===== src/rtl/int_to_float_pkg.sv =====
// int_to_float_pkg
//   Shared definitions for the int32 -> IEEE-754 single converter:
//   FP32 field widths, the exponent bias, the packed fp32_t layout and a
//   two's-complement magnitude helper.
package int_to_float_pkg;

    localparam int FP32_BIAS   = 127;
    localparam int FP32_MANT_W = 23;
    localparam int FP32_EXP_W  = 8;

    typedef struct packed {
        logic                   sign;
        logic [FP32_EXP_W-1:0]  exp;
        logic [FP32_MANT_W-1:0] mant;
    } fp32_t;

    // Magnitude of a two's-complement int32. -2^31 maps to 0x80000000,
    // which is the correct unsigned magnitude.
    function automatic logic [31:0] abs32(input logic [31:0] a);
        return a[31] ? (~a + 32'd1) : a;
    endfunction

endpackage


===== src/rtl/i2f_lzc.sv =====
// i2f_lzc
//   32-bit leading-one encoder. Split into four byte encoders plus a
//   byte-select so the priority chain stays short.
// Ports:
//   a     in  32 : value to scan
//   e     out 5  : index of the highest set bit (0 when a == 0)
//   zero  out 1  : a == 0
module i2f_lzc (
    input  logic [31:0] a,
    output logic [4:0]  e,
    output logic        zero
);

    logic [3:0]      byte_nz;
    logic [3:0][2:0] byte_pos;
    logic [1:0]      hb;

    genvar g;
    generate
        for (g = 0; g < 4; g++) begin : g_byte
            logic [7:0] b;
            logic [2:0] pos;
            assign b = a[8*g +: 8];
            assign byte_nz[g] = |b;
            always_comb begin
                pos = '0;
                for (int i = 0; i < 8; i++)
                    if (b[i]) pos = 3'(i);
            end
            assign byte_pos[g] = pos;
        end
    endgenerate

    // Highest non-zero byte wins; its local position fills the low bits.
    always_comb begin
        hb = '0;
        for (int i = 0; i < 4; i++)
            if (byte_nz[i]) hb = 2'(i);
    end

    assign e    = {hb, byte_pos[hb]};
    assign zero = ~|byte_nz;

endmodule


===== src/rtl/int_to_float_arb.sv =====
// int_to_float_arb
//   One shared int32 -> fp32 converter serving N_REQ AXI-Stream requesters.
//   A round-robin arbiter grants one valid requester per cycle; the word
//   passes a 2-stage pipeline (magnitude + leading-one, then pack) and
//   leaves tagged with its requester index. Mantissa is truncated.
// Ports:
//   aclk, rst                        clock, synchronous active-high reset
//   s_axis_tdata/tvalid/tready       N_REQ int32 requesters (lane k = bits 32k+:32)
//   m_axis_tdata/tid/tvalid/tready   fp32 result stream with requester tag
//   conv_count                       completed output handshakes (wrapping)
module int_to_float_arb
    import int_to_float_pkg::*;
#(
    parameter int N_REQ = 4,
    parameter int ID_W  = $clog2(N_REQ)
) (
    input  logic                  aclk,
    input  logic                  rst,
    input  logic [32*N_REQ-1:0]   s_axis_tdata,
    input  logic [N_REQ-1:0]      s_axis_tvalid,
    output logic [N_REQ-1:0]      s_axis_tready,
    output logic [31:0]           m_axis_tdata,
    output logic [ID_W-1:0]       m_axis_tid,
    output logic                  m_axis_tvalid,
    input  logic                  m_axis_tready,
    output logic [31:0]           conv_count
);

    localparam int STAGES = 2;

    logic              en;
    logic [ID_W-1:0]   rr_ptr;
    logic [ID_W-1:0]   grant_idx;
    logic              any_req;
    logic              grant_hs;
    logic [31:0]       sel_data;
    logic [31:0]       sel_mag;
    logic [4:0]        sel_e;
    logic              sel_zero;

    // vld_pipe[1] is stage 1, vld_pipe[2] mirrors the output register.
    logic [STAGES:1]   vld_pipe;
    logic              s1_sign;
    logic [31:0]       s1_mag;
    logic [4:0]        s1_e;
    logic              s1_zero;
    logic [ID_W-1:0]   s1_id;

    fp32_t             res;
    logic [31:0]       norm;

    // Whole pipeline moves together; an empty output never blocks.
    assign en = !m_axis_tvalid || m_axis_tready;

    // Round-robin search starting at rr_ptr.
    always_comb begin
        int idx;
        idx       = 0;
        grant_idx = '0;
        any_req   = 1'b0;
        for (int off = 0; off < N_REQ; off++) begin
            idx = int'(rr_ptr) + off;
            if (idx >= N_REQ) idx = idx - N_REQ;
            if (!any_req && s_axis_tvalid[idx]) begin
                any_req   = 1'b1;
                grant_idx = ID_W'(idx);
            end
        end
    end

    assign grant_hs      = en && any_req && !rst;
    assign s_axis_tready = grant_hs ? (N_REQ'(1) << grant_idx) : '0;

    assign sel_data = s_axis_tdata[grant_idx*32 +: 32];
    assign sel_mag  = abs32(sel_data);

    i2f_lzc u_lzc (
        .a    (sel_mag),
        .e    (sel_e),
        .zero (sel_zero)
    );

    // Arbiter pointer and stage 1.
    always_ff @(posedge aclk) begin
        if (rst) begin
            rr_ptr      <= '0;
            vld_pipe[1] <= 1'b0;
            s1_sign     <= 1'b0;
            s1_mag      <= '0;
            s1_e        <= '0;
            s1_zero     <= 1'b0;
            s1_id       <= '0;
        end else if (en) begin
            vld_pipe[1] <= any_req;
            if (any_req) begin
                rr_ptr  <= (grant_idx == ID_W'(N_REQ-1)) ? '0 : grant_idx + 1'b1;
                s1_sign <= sel_data[31];
                s1_mag  <= sel_mag;
                s1_e    <= sel_e;
                s1_zero <= sel_zero;
                s1_id   <= grant_idx;
            end
        end
    end

    // Left-justify the leading one at bit 31; the 23 bits below it are the
    // mantissa and everything further down is dropped (truncation).
    assign norm = s1_mag << (5'd31 - s1_e);

    always_comb begin
        res.sign = s1_sign;
        res.exp  = FP32_EXP_W'(FP32_BIAS) + FP32_EXP_W'(s1_e);
        res.mant = norm[30 -: FP32_MANT_W];
        if (s1_zero) res = '0;   // zero is +0 regardless of input sign
    end

    // Stage 2 = output register.
    always_ff @(posedge aclk) begin
        if (rst) begin
            vld_pipe[2]  <= 1'b0;
            m_axis_tdata <= '0;
            m_axis_tid   <= '0;
        end else if (en) begin
            vld_pipe[2] <= vld_pipe[1];
            if (vld_pipe[1]) begin
                m_axis_tdata <= res;
                m_axis_tid   <= s1_id;
            end
        end
    end

    assign m_axis_tvalid = vld_pipe[2];

    always_ff @(posedge aclk) begin
        if (rst)
            conv_count <= '0;
        else if (m_axis_tvalid && m_axis_tready)
            conv_count <= conv_count + 32'd1;
    end

endmodule


===== config.mk =====
export PLATFORM = sky130hd
export DESIGN_NAME = int_to_float_arb
export DESIGN_NICKNAME = d
export VERILOG_FILES = /design/src/rtl/int_to_float_pkg.sv /design/src/rtl/i2f_lzc.sv /design/src/rtl/int_to_float_arb.sv
export SDC_FILE = /design/constraint.sdc
export NUM_CORES = 1
export LEC_CHECK = 0
export CORE_UTILIZATION = 53
export DETAILED_ROUTE_END_ITERATION = 16
export GPL_ROUTABILITY_DRIVEN = 0
export PLACE_DENSITY_LB_ADDON = 0.05
export SLEW_MARGIN = 20
export SYNTH_ARGS = -nofsm -noshare
export SYNTH_HDL_FRONTEND = slang
export SYNTH_SLANG_ARGS = --single-unit

===== constraint.sdc =====
create_clock -name aclk -period 7.07 [get_ports aclk]
set_input_delay 1.0605 -clock aclk [delete_from_list [all_inputs] [get_ports aclk]]
set_output_delay 1.0605 -clock aclk [all_outputs]
set_load 0.01 [all_outputs]

==> key figures <==
Synthesis
  • Post-Syn Instances: 1100
  • Most instantiated flip-flop cell in the synthesis netlist: dfxtp_1
  • Share of synthesized area occupied by flip-flops and latches: 0.269
  • Synth Net Count: around 1200
  • Post-synthesis register bit count: 110
  • Proportion of synthesized flip-flops having asynchronous set or reset: 0
  • Post-synth EDFFs: 0
  • Cell variety after synth: 84
  • Yosys Warn Count: 0
  • Post-synthesis instance area: approximately 8200 um2
  • Synthesized area per cell: roughly 7.4 um2

STA
  • Smallest hold slack: roughly 450 ps
  • Highest clock rate: ~170 MHz
  • RSZ-0062 raised after global routing: no
  • Total negative slack for setup checks: 0 ps
  • Max Slew Vio Count: 0
  • Clock skew after layout: about 15 ps
  • Min cycle time layout: 5820 ps
  • Fraction of the cycle the final worst path needs: 0.823
  • Slew of the pin with the lowest slew margin: between 1000 and 1500 ps
  • Hold violation count in the final report: 0
  • Setup Viol. Count Final: 0
  • Max transition margin: 0.287

Route
  • Antenna viol nets, final: 0
  • Total wirelength of the detailed-routed design: between 20 and 25 mm
  • Routed length per placed instance: around 17 um
  • Detail-routed via count per cell: 5.99
  • Via count of the routed design: 8615
  • 1st-pass router iterations: 5
  • Residual DRC: 0
  • DRC violation total after the first TritonRoute iteration: between 700 and 800

Power
  • Standby leakage power: slightly below 4 nW
  • Final Power: ~2.8 mW
  • Worst vdd ir: about 0.15 mV
  • Pwr/cell area: 268 nW/um2

Clock tree
  • Cells resized by post-CTS repair: 0
  • Number of levels in the clock H-tree: 3
  • Library cell used as clock root buffer: clkbuf_16
  • Total CTS buffers: 9
  • Skew-Pair Late Insertion Delay: between 300 and 400 ps
  • Hold buffer count at cts: 0
  • CTS tree: built
  • Post-CTS setup buffers: 0
  • Number of clock sinks: 110
  • Clock transition time at the flip-flop clock pins of the worst setup and hold paths: 80 ps
  • Maximum clock path buffer count: 2

GRT
  • Wire length of the first global-routing pass: ~38 mm
  • Total GRT Usage: 0.298
  • Overall overflow remaining after global route: 0
  • Pin count of the biggest net entering global routing: 101
  • Antenna violations before repair: 1
  • Vias in the first global route: about 7600

Critical path
  • CP startpoint kind: input pin
  • Data arrival at the endpoint of the critical path: 6100 ps
  • Element type at the critical path end: flop
  • Type of the worst setup path: in -> reg
  • Data required time of the worst path: between 7000 and 8000 ps
  • Crit path max fanout: 40

Floorplanning
  • Total number of placement rows: 45
  • Horiz. Die Dim: roughly 130 um
  • Starting density of the core: 0.541
  • Area inside the core boundary: 15100 um2
  • Number of top-level pins: 206
  • Vertical die dimension: between 100 and 150 um
  • Die Area: roughly 16000 um2

Layout
  • Most frequent standard cell in the layout excluding fill and tap cells: clkdlybuf4s50_1
  • Post-route cell area: ~11000 um2
  • Number of cells in the finished layout apart from fillers: about 1400
  • # nets final: ~1400
  • Area used by sequential logic in the layout: ~2200 um2
  • Ant. Diodes: 0
  • Number of filler cells placed in the layout: roughly 1300
  • Area used by multi-input combinational logic: about 5600 um2
  • Most frequent cells in the layout: clkdlybuf4s50_1 (204), nand2_1 (142), nor2_1 (139), dfxtp_1 (110), nand3_1 (87)
  • Ratio of cells with drive above 1 in the final layout: 0.0776
  • Layout overhead on the synthesized area: 28.7%

Place
  • Detailed placer's ending HPWL: around 18 mm
  • Placed Area: about 10000 um2
  • Total of buffers placed on input and output ports: a little over 200
  • Inst Count DP: roughly 1400

Outcome
  • Run status: finished, final reports clean

Job
  • Number of violations of the max-capacitance limit: 0

Hold path
  • Type of the tightest min-delay check: reg -> reg
[logic make-up after synthesis]
logic type	share of synthesized area
AND/OR/NAND/NOR	0.287
AO/OA/AOI/OAI	0.217
flip-flops	0.269
buffers and inverters	0.0538
multiplexers	0.0979
XOR/XNOR	0.0652
adder cells (fa/ha/maj)	0.0107
[power by group]
group	switching, mW	total, mW	internal [mW]
logic	0.896	1.54	0.640
registers	0.0740	0.781	0.707
clock network	0.258	0.509	0.251
total	1.23	2.83	1.60
[cell type report]
| cell class | instances | area share |
|---|---|---|
| clock buffers | 9 | 0.0214 |
| repair buffers | 220 | 0.205 |
| clock inverters | 7 | 0.00689 |
| well taps | 188 | 0.0223 |
| multi-input cells | 884 | 0.528 |
| inverters | 20 | 0.00760 |
| flip-flops and latches | 110 | 0.209 |
[metal layers]
layer | track usage | wire length (um) | up-vias
li1 | - | - | 4274
met1 | 0.386 | 10500 | 3977
met2 | 0.501 | 11500 | 312
met3 | 0.0447 | 1380 | 50
met4 | 0.112 | 733 | 2
met5 | 0 | 12 | -
[synthesized netlist by cell type (9+ instances only)]
library cell  count  area share
o21ai_0          56       0.034
and4_1           10       0.011
a31o_2           11       0.012
nor4_1            9      0.0069
a21oi_1          53       0.032
buf_1            11      0.0050
inv_1            16      0.0073
nor3_1           20       0.012
nand2_1         142       0.065
dfxtp_1         110        0.27
and3_1           23       0.018
a22oi_1          21       0.019
xnor2_1          28       0.030
clkbuf_1         61       0.028
a211oi_1         42       0.039
mux2_2           14       0.019
a222oi_1          9       0.011
mux2i_1          36       0.044
nand4_1           9      0.0069
o211ai_1         10      0.0092
buf_2             9      0.0055
nand3_1          87       0.053
nor2_1          140       0.064
a31oi_1          10      0.0076
xor2_1           33       0.035
mux4_2           12       0.033
[state kept, by name, indices dropped and copies added, names as in the netlist]
name,cells
m_axis_tid,2
m_axis_tdata,32
vld_pipe,1
s1_id,2
s1_e,5
s1_mag,31
m_axis_tvalid,1
conv_count,32
s1_zero,1
rr_ptr,2
s1_sign,1
[path summary, 6_finish.rpt]
check	start	endpoint	slack [ps]	depth (start not counted)
setup / recovery	s_axis_tvalid[1]	s1_zero	1250	16
hold / removal	m_axis_tdata[7]	m_axis_tdata[7]	450	2
setup reg to reg	rr_ptr[1]	s1_e[1]	1960	14
hold reg to reg	m_axis_tdata[7]	m_axis_tdata[7]	450	2
[metrics by stage]
stage,utilization,setup slack (ps)
5_1_grt,0.696,879
3_3_place_gp,0.676,799
2_1_floorplan,-,2640
3_5_place_dp,0.676,621
4_1_cts,0.695,989
6_report,0.696,1250
[worst max-delay path, cell delays in order]
cell	delay, ps
clkdlybuf4s50_1	510
nand2b_1	210
o211ai_1	190
buf_4	380
nand2_1	120
buf_4	260
a211oi_1	380
a31o_2	240
nand4_1	520
or2_2	540
o41ai_1	380
a211oi_1	220
nor4_4	450
nand2_2	130
or3_1	360
a21oi_1	120
Power figures use the tool's default switching activity.
